===== src/rtl/uart_rx_buf.sv =====
// 8N1 UART receiver with a two-flop input synchroniser, mid-bit sampling and a
// one-entry valid/ready holding register that reports framing errors and overruns.
module uart_rx_buf #(
    parameter int CLKS_PER_BIT = 16,
    parameter int DATA_BITS    = 8
) (
    input  logic                 i_clk,
    input  logic                 i_reset,
    input  logic                 i_rxd,
    input  logic                 i_ready,
    output logic [DATA_BITS-1:0] o_data,
    output logic                 o_valid,
    output logic                 o_busy,
    output logic                 o_frame_err,
    output logic                 o_overrun
);

    localparam int CW = $clog2(CLKS_PER_BIT);
    localparam int BW = (DATA_BITS > 1) ? $clog2(DATA_BITS) : 1;

    localparam logic [CW-1:0] CNT_ONE  = CW'(1);
    localparam logic [CW-1:0] CNT_MID  = CW'(CLKS_PER_BIT / 2 - 1);
    localparam logic [CW-1:0] CNT_LAST = CW'(CLKS_PER_BIT - 1);
    localparam logic [BW-1:0] BIT_ONE  = BW'(1);
    localparam logic [BW-1:0] BIT_LAST = BW'(DATA_BITS - 1);

    typedef enum logic [2:0] {
        S_IDLE  = 3'd0,
        S_START = 3'd1,
        S_DATA  = 3'd2,
        S_STOP  = 3'd3,
        S_BREAK = 3'd4
    } state_t;

    logic                 r_sync1;
    logic                 r_sync2;
    state_t               r_state;
    logic [CW-1:0]        r_clk_cnt;
    logic [BW-1:0]        r_bit_idx;
    logic [DATA_BITS-1:0] r_shift;
    logic [DATA_BITS-1:0] r_data;
    logic                 r_valid;
    logic                 r_busy;
    logic                 r_frame_err;
    logic                 r_overrun;

    logic w_rxd_s;
    logic w_drain;
    logic w_can_load;
    logic w_cnt_mid;
    logic w_cnt_last;

    assign w_rxd_s    = r_sync2;
    assign w_drain    = r_valid & i_ready;
    assign w_can_load = ~r_valid | w_drain;
    assign w_cnt_mid  = (r_clk_cnt == CNT_MID);
    assign w_cnt_last = (r_clk_cnt == CNT_LAST);

    // Two-flop synchroniser for the asynchronous serial line (idles high).
    always_ff @(posedge i_clk) begin
        if (!i_reset) begin
            r_sync1 <= 1'b1;
            r_sync2 <= 1'b1;
        end else begin
            r_sync1 <= i_rxd;
            r_sync2 <= r_sync1;
        end
    end

    // Receive FSM, shift register and registered handshake/status outputs.
    always_ff @(posedge i_clk) begin
        if (!i_reset) begin
            r_state     <= S_IDLE;
            r_clk_cnt   <= '0;
            r_bit_idx   <= '0;
            r_shift     <= '0;
            r_data      <= '0;
            r_valid     <= 1'b0;
            r_busy      <= 1'b0;
            r_frame_err <= 1'b0;
            r_overrun   <= 1'b0;
        end else begin
            r_frame_err <= 1'b0;
            r_overrun   <= 1'b0;
            // A delivery later in this block overrides the drain clear.
            if (w_drain) begin
                r_valid <= 1'b0;
            end
            case (r_state)
                S_IDLE: begin
                    r_clk_cnt <= '0;
                    r_bit_idx <= '0;
                    if (!w_rxd_s) begin
                        r_state <= S_START;
                        r_busy  <= 1'b1;
                    end else begin
                        r_busy  <= 1'b0;
                    end
                end
                S_START: begin
                    if (w_cnt_mid) begin
                        r_clk_cnt <= '0;
                        if (!w_rxd_s) begin
                            r_state   <= S_DATA;
                            r_bit_idx <= '0;
                        end else begin
                            r_state <= S_IDLE;
                            r_busy  <= 1'b0;
                        end
                    end else begin
                        r_clk_cnt <= r_clk_cnt + CNT_ONE;
                    end
                end
                S_DATA: begin
                    if (w_cnt_last) begin
                        r_clk_cnt          <= '0;
                        r_shift[r_bit_idx] <= w_rxd_s;
                        if (r_bit_idx == BIT_LAST) begin
                            r_bit_idx <= '0;
                            r_state   <= S_STOP;
                        end else begin
                            r_bit_idx <= r_bit_idx + BIT_ONE;
                        end
                    end else begin
                        r_clk_cnt <= r_clk_cnt + CNT_ONE;
                    end
                end
                S_STOP: begin
                    if (w_cnt_last) begin
                        r_clk_cnt <= '0;
                        if (w_rxd_s) begin
                            r_state <= S_IDLE;
                            r_busy  <= 1'b0;
                            if (w_can_load) begin
                                r_data  <= r_shift;
                                r_valid <= 1'b1;
                            end else begin
                                r_overrun <= 1'b1;
                            end
                        end else begin
                            r_state     <= S_BREAK;
                            r_frame_err <= 1'b1;
                        end
                    end else begin
                        r_clk_cnt <= r_clk_cnt + CNT_ONE;
                    end
                end
                // A line held low reports one framing error, then waits for idle.
                S_BREAK: begin
                    r_clk_cnt <= '0;
                    if (w_rxd_s) begin
                        r_state <= S_IDLE;
                        r_busy  <= 1'b0;
                    end else begin
                        r_busy  <= 1'b1;
                    end
                end
                default: begin
                    r_state   <= S_IDLE;
                    r_clk_cnt <= '0;
                    r_bit_idx <= '0;
                    r_busy    <= 1'b0;
                end
            endcase
        end
    end

    assign o_data      = r_data;
    assign o_valid     = r_valid;
    assign o_busy      = r_busy;
    assign o_frame_err = r_frame_err;
    assign o_overrun   = r_overrun;

endmodule

===== config.mk =====
export PLATFORM = sky130hd
export DESIGN_NAME = uart_rx_buf
export DESIGN_NICKNAME = d
export VERILOG_FILES = /design/src/rtl/uart_rx_buf.sv
export SDC_FILE = /design/constraint.sdc
export NUM_CORES = 1
export LEC_CHECK = 0
export BUFFER_PORTS_ARGS = -buffer_cell sky130_fd_sc_hd__buf_2
export CORE_UTILIZATION = 55
export CTS_CLUSTER_DIAMETER = 80
export DETAILED_ROUTE_END_ITERATION = 12
export PLACE_DENSITY = 0.88
export SYNTH_ARGS = -nofsm -noshare
export SYNTH_HDL_FRONTEND = slang
export SYNTH_SLANG_ARGS = --single-unit

===== constraint.sdc =====
create_clock -name i_clk -period 2.15 [get_ports i_clk]
set_clock_uncertainty 0.1 [all_clocks]
set_input_delay 0.43 -clock i_clk [delete_from_list [all_inputs] [get_ports i_clk]]
set_output_delay 0.43 -clock i_clk [all_outputs]
set_load 0.005 [all_outputs]

* Word-level counts from Yosys, hierarchy flattened
Index checks and enable logic that the tools add are counted.
** Operators by class
- Add/sub/neg operators :: 2
- $lt $le $gt $ge :: 2
- Equal/unequal tests :: 14
- Mux-type cells :: 31
- Bitwise gates (word level) :: 5
- Reductions and logical operators :: 12
** Operator list (count)
- 3-bit 2-to-1 mux :: 11
- 3-bit one-hot mux with 5 select lines :: 1
- 2-bit != test (second input constant) :: 7
- 4-bit AND reduction :: 3
- 1-bit 2-to-1 mux :: 11
- 3-bit one-hot mux with 3 select lines :: 1
- 8-bit bitwise mux :: 1
- 4-bit 2-to-1 mux :: 2
- 4-bit one-hot mux with 2 select lines :: 1
- 3-bit by 2-bit == test with 1-bit output (second input constant) :: 2
- 3-bit == test (second input constant) :: 2
- 3-bit AND reduction :: 2
- 6-bit AND reduction :: 1
- 2-bit OR reduction :: 3
- 4-bit by 1-bit adder with 4-bit output (second input constant) :: 1
- 4-bit by 3-bit == test with 1-bit output (second input constant) :: 1
- 4-bit == test (second input constant) :: 1
- 3-bit by 4-bit < comparator with 1-bit output (second input constant) :: 1
- 1-bit one-hot mux with 4 select lines :: 1
- 3-bit by 1-bit adder with 3-bit output (second input constant) :: 1
- 1-bit demux with 3-bit select :: 1
- 3-bit by 1-bit == test with 1-bit output (second input constant) :: 1
- 3-bit by 1-bit greater-or-equal comparator with 1-bit output (second input constant) :: 1
- 3-bit logical NOT :: 1
- other kinds (6) :: 8
** Word-level totals
- Flip-flop bits (word level) :: 32
- Bits of input ports :: 4
- Output and inout port bits :: 12
- Word-level logic and storage cells :: 77

* Longest topological paths before layout
- Word-level depth :: 6
- Depth in mapped cells :: 6
- Depth with buffers taken out :: 5

* Worst setup path after synthesis
OpenSTA, ideal clock, no wires.
- Path kind :: reg-to-reg
- Start :: reg r_clk_cnt[0]
- End :: reg r_data[0], in the netlist o_data[0]
- Setup time :: 0.072 ns
- Arrival time :: 1.538 ns
- Required time :: 1.978 ns
- Path slack :: 0.441 ns
- Cell stages (with the launch flop) :: 5
- Buffers on the path :: 0
- Clock period less this slack :: 1.709 ns
- Cells stage by stage :: dfxtp_1 ha_1 nand4_4 nor4_4 mux2i_1
** On the way
- Longest elaborated chain between the ends :: 2
** Ends and longest elaborated chain
- from (decl) :: RTL line 38 : logic [CW-1:0] r_clk_cnt;
- from (signal assigned) :: RTL line 111 : r_clk_cnt <= r_clk_cnt + CNT_ONE;
- from (signal assigned) :: RTL line 125 : r_clk_cnt <= r_clk_cnt + CNT_ONE;
- from (signal assigned) :: RTL line 145 : r_clk_cnt <= r_clk_cnt + CNT_ONE;
- 4-bit == test :: RTL line 57 : assign w_cnt_last = (r_clk_cnt == CNT_LAST);
- 4-bit AND reduction (no line)
- to (signal assigned) :: RTL line 135 : r_data <= r_shift;
- to (decl) :: RTL line 41 : logic [DATA_BITS-1:0] r_data;
No other way between the ends.
A chain may end at the register's enable or synchronous reset.

* Worst setup path in the final report
- Start :: reg r_state[1]
- End :: reg r_shift[1]
** On the way
- Longest elaborated chain between the ends :: 2
** Ends and longest elaborated chain
- from (decl) :: RTL line 37 : state_t r_state;
- from (signal assigned) :: RTL line 73 : r_state <= S_IDLE;
- from (signal assigned) :: RTL line 94 : r_state <= S_START;
- from (signal assigned) :: RTL line 104 : r_state <= S_DATA;
- 3-bit by 2-bit == test with 1-bit output :: RTL line 89 : case (r_state)
- 2-bit AND reduction (no line)
- to (signal, indexed assignment) :: RTL line 117 : r_shift[r_bit_idx] <= w_rxd_s;
- to (decl) :: RTL line 40 : logic [DATA_BITS-1:0] r_shift;
No other way between the ends.

==> flow_summary.toml <==
[run_status]
status = "completed"

[clock_network]
cts_buffers = 5
cts_tree = "built"
cts-htree-levels = 2
clkTransAtPathRegs_ns = 0.09
clock-sinks = 32
postCtsSetupRepairBufs = 0
cts_resized = 0
cts_buffer_depth = 2
clk-insertion-delay-late_ns = 0.33
cts_root_buffer = "clkbuf_4"
cts_hold_buffers = 0

[routing]
route.detailed.drc = 0
wl_per_cell_um = 13.4
drt_wl_total_um = 2510
ant_nets = 0
drt_iter0_drc = 45
drt_first_pass_iters = 4
vias = 1106
avgViaCountPerCell = 5.91

[worst_setup_path]
cp_slowest_cell = "dfxtp_1"
arrival_ns = 1.87
critPathMaxStageDelay_ns = 0.62
worstReg2RegStart = "r_state[1]"
crit_path_end = "r_shift[1]"
cp-end-kind = "flop"
rr_worst_depth = 3
crit_type = "reg2reg"
critPathMaxFanout = 16
crit_chain = "and4_1 > nand3_1 > mux2i_1"
cp.required_ns = 2.25
startpoint_type = "flop"
rrSetupSlack_ns = 0.38
crit_start = "r_state[1]"
r2r-end = "r_shift[1]"

[global_routing]
use_met3_pct = 7.25
grt_use_total_pct = 20.8
gr-max-usage-layer = "met2"
antenna_found_initial = 0
grt_overflow = 0
grt_pass1_vias = 948
grt_max_degree = 28
grt.met1_usage_pct = 24.4
met2_usage_pct = 32.9
grt_pass1_wl_um = 4010

[place]
place_ws_ns = 0.381
placed_area_um2 = 1470
place.gp.congestion = 0.900
portBuffers = 15
dp.final_hpwl_um = 1770

[yosys]
synth-seq-cells = 32
synth_area_um2 = 1390
yosys_warnings = 0
ys_top_cells_by_area = "dfxtp_1, mux2i_1, nand2_1"
synth_nets = 153
synth_cell_type_count = 31
post_synth.cell_area_avg_um2 = 9.53
ys_seq_area_share_pct = 46.0
synth_top_cell_area_share_pct = 46.0
synth_cells = 146
synth.largest_area_cell = "dfxtp_1"

[timing]
fin_crit_ns = 1.77
fin_setup_tns_ns = 0
rsz0062_at_grt = "false"
fmax_ghz = 0.565
fin_crit_sh_pct = 82.4
fin_ws_ns = 0.379
whs_ns = 0.189
final-hold-violation-count = 0
finalSetupViolations = 0
tightestPinTransition_ns = 0.483
slew_headroom_pct = 67.8
slew_violations = 0

[layout]
design_area_um2 = 1520
drive_gt1_share_pct = 15.1
syn_to_final_growth_pct = 8.90
diodes = 0
nFillCells = 195
nNetsFinal = 166

[floorplan]
fp.dieArea_um2 = 2730
fp.dieW_um = 52.3
ios = 16
start_util_pct = 60.6
chipHeight_um = 52.3
rows = 17
coreArea_um2 = 2300

[power_and_ir_drop]
leakage_nw = 0.665
powerDensity_nw_per_um2 = 619
worst_ir_drop_vdd_uv = 533

[min_path]
min_path_type = "in2reg"
hold_path_startpoint = "i_rxd"

[flow_run]
drv_cap = 0
## worst min-delay path by stage
stage | depth (start not counted) | end | slack, ns
2_1_floorplan | 1 | r_sync2 | 0.29
3_3_place_gp | 1 | r_sync2 | 0.29
3_5_place_dp | 1 | r_sync2 | 0.32
4_1_cts | 2 | r_sync1 | 0.17
5_1_grt | 2 | r_sync1 | 0.18
6_report | 2 | r_sync1 | 0.19
## worst max-delay path: cells and delay by family (launching register included)
kind | cells | cell delay (ns)
simple gates | 2 | 0.77
mux | 1 | 0.15
flops | 1 | 0.62
## synthesized netlist by cell type
| master | number |
|---|---|
| clkbuf_1 | 8 |
| a21oi_1 | 2 |
| dfxtp_1 | 32 |
| nand2b_1 | 2 |
| xnor2_1 | 2 |
| and4_1 | 1 |
| nor4_4 | 1 |
| xor2_1 | 2 |
| nand3b_1 | 1 |
| o21ai_0 | 1 |
| mux2i_1 | 16 |
| nor4_1 | 2 |
| a211oi_1 | 3 |
| buf_2 | 1 |
| inv_1 | 2 |
| o311ai_0 | 3 |
| nand4_1 | 5 |
| and3_1 | 4 |
| nand4_4 | 1 |
| nor3_1 | 3 |
| a221oi_1 | 1 |
| and3b_1 | 1 |
| nand3_1 | 13 |
| a31oi_1 | 1 |
| o21a_1 | 1 |
| ha_1 | 3 |
| clkbuf_2 | 1 |
| nand2_1 | 19 |
| nor3b_1 | 5 |
| nor2b_1 | 5 |
| nor2_1 | 4 |
## layout by cell type, fill, tap and decap left out
cell / instances
a211oi_1: 3
a21oi_1: 2
a221oi_1: 1
a31oi_1: 1
and3_1: 4
and3b_1: 1
and4_1: 1
buf_2: 15
buf_4: 1
clkbuf_1: 1
clkbuf_4: 5
clkinv_2: 1
dfxtp_1: 32
ha_1: 3
inv_1: 2
mux2i_1: 16
nand2_1: 19
nand2b_1: 2
nand3_1: 13
nand3b_1: 1
nand4_1: 5
nand4_4: 1
nor2_1: 4
nor2b_1: 5
nor3_1: 3
nor3b_1: 5
nor4_1: 2
nor4_4: 1
o21a_1: 1
o21ai_0: 1
o311ai_0: 3
xnor2_1: 2
xor2_1: 2
## where the power goes
part	switching [mW]	leakage, nW	total (mW)	internal (mW)
Sequential	0.00593	0.258	0.602	0.597
Clock	0.184	0.0281	0.304	0.120
Combinational	0.0205	0.378	0.0308	0.0103
Total	0.211	0.665	0.938	0.727
## per-stage QoR
step	total power, mW	utilization, %	std cells
2_1_floorplan	0.638	-	146
3_3_place_gp	0.645	63.9	180
3_5_place_dp	0.647	63.9	180
4_1_cts	0.947	66.0	187
5_1_grt	0.974	66.0	187
6_report	0.938	66.0	187
## metal layers
metal,share of wire [%],wire [um]
met2,46,1160
met4,2.5,63
met1,46,1140
met5,0,0
met3,5.7,144
## final cells by class
cell class / count / area, um^2 / area share [%]
Clock buffer: 6 / 41.3 / 2.73
Clock inverter: 1 / 5.00 / 0.330
Inverter: 2 / 7.51 / 0.495
Multi-Input combinational cell: 102 / 703 / 46.4
Sequential cell: 32 / 641 / 42.3
Tap cell: 28 / 35.0 / 2.31
Timing Repair Buffer: 16 / 82.6 / 5.45
## cells by family after synthesis
kind of cell	Yosys count	share of synthesized area [%]
mux	16	11.5
simple gates	67	27.6
xor+xnor	4	2.52
flops	32	46.0
fa+ha+maj	3	2.70
buf+inv	12	3.42
compound gates	12	6.21
## state kept, by name (all words and copies together), names as in the netlist
name         count
r_state          3
o_valid          1
o_frame_err      1
r_sync2          1
o_overrun        1
o_busy           1
r_sync1          1
o_data           8
r_clk_cnt        4
r_shift          8
r_bit_idx        3
No activity file was read; power rests on OpenSTA's default activity.
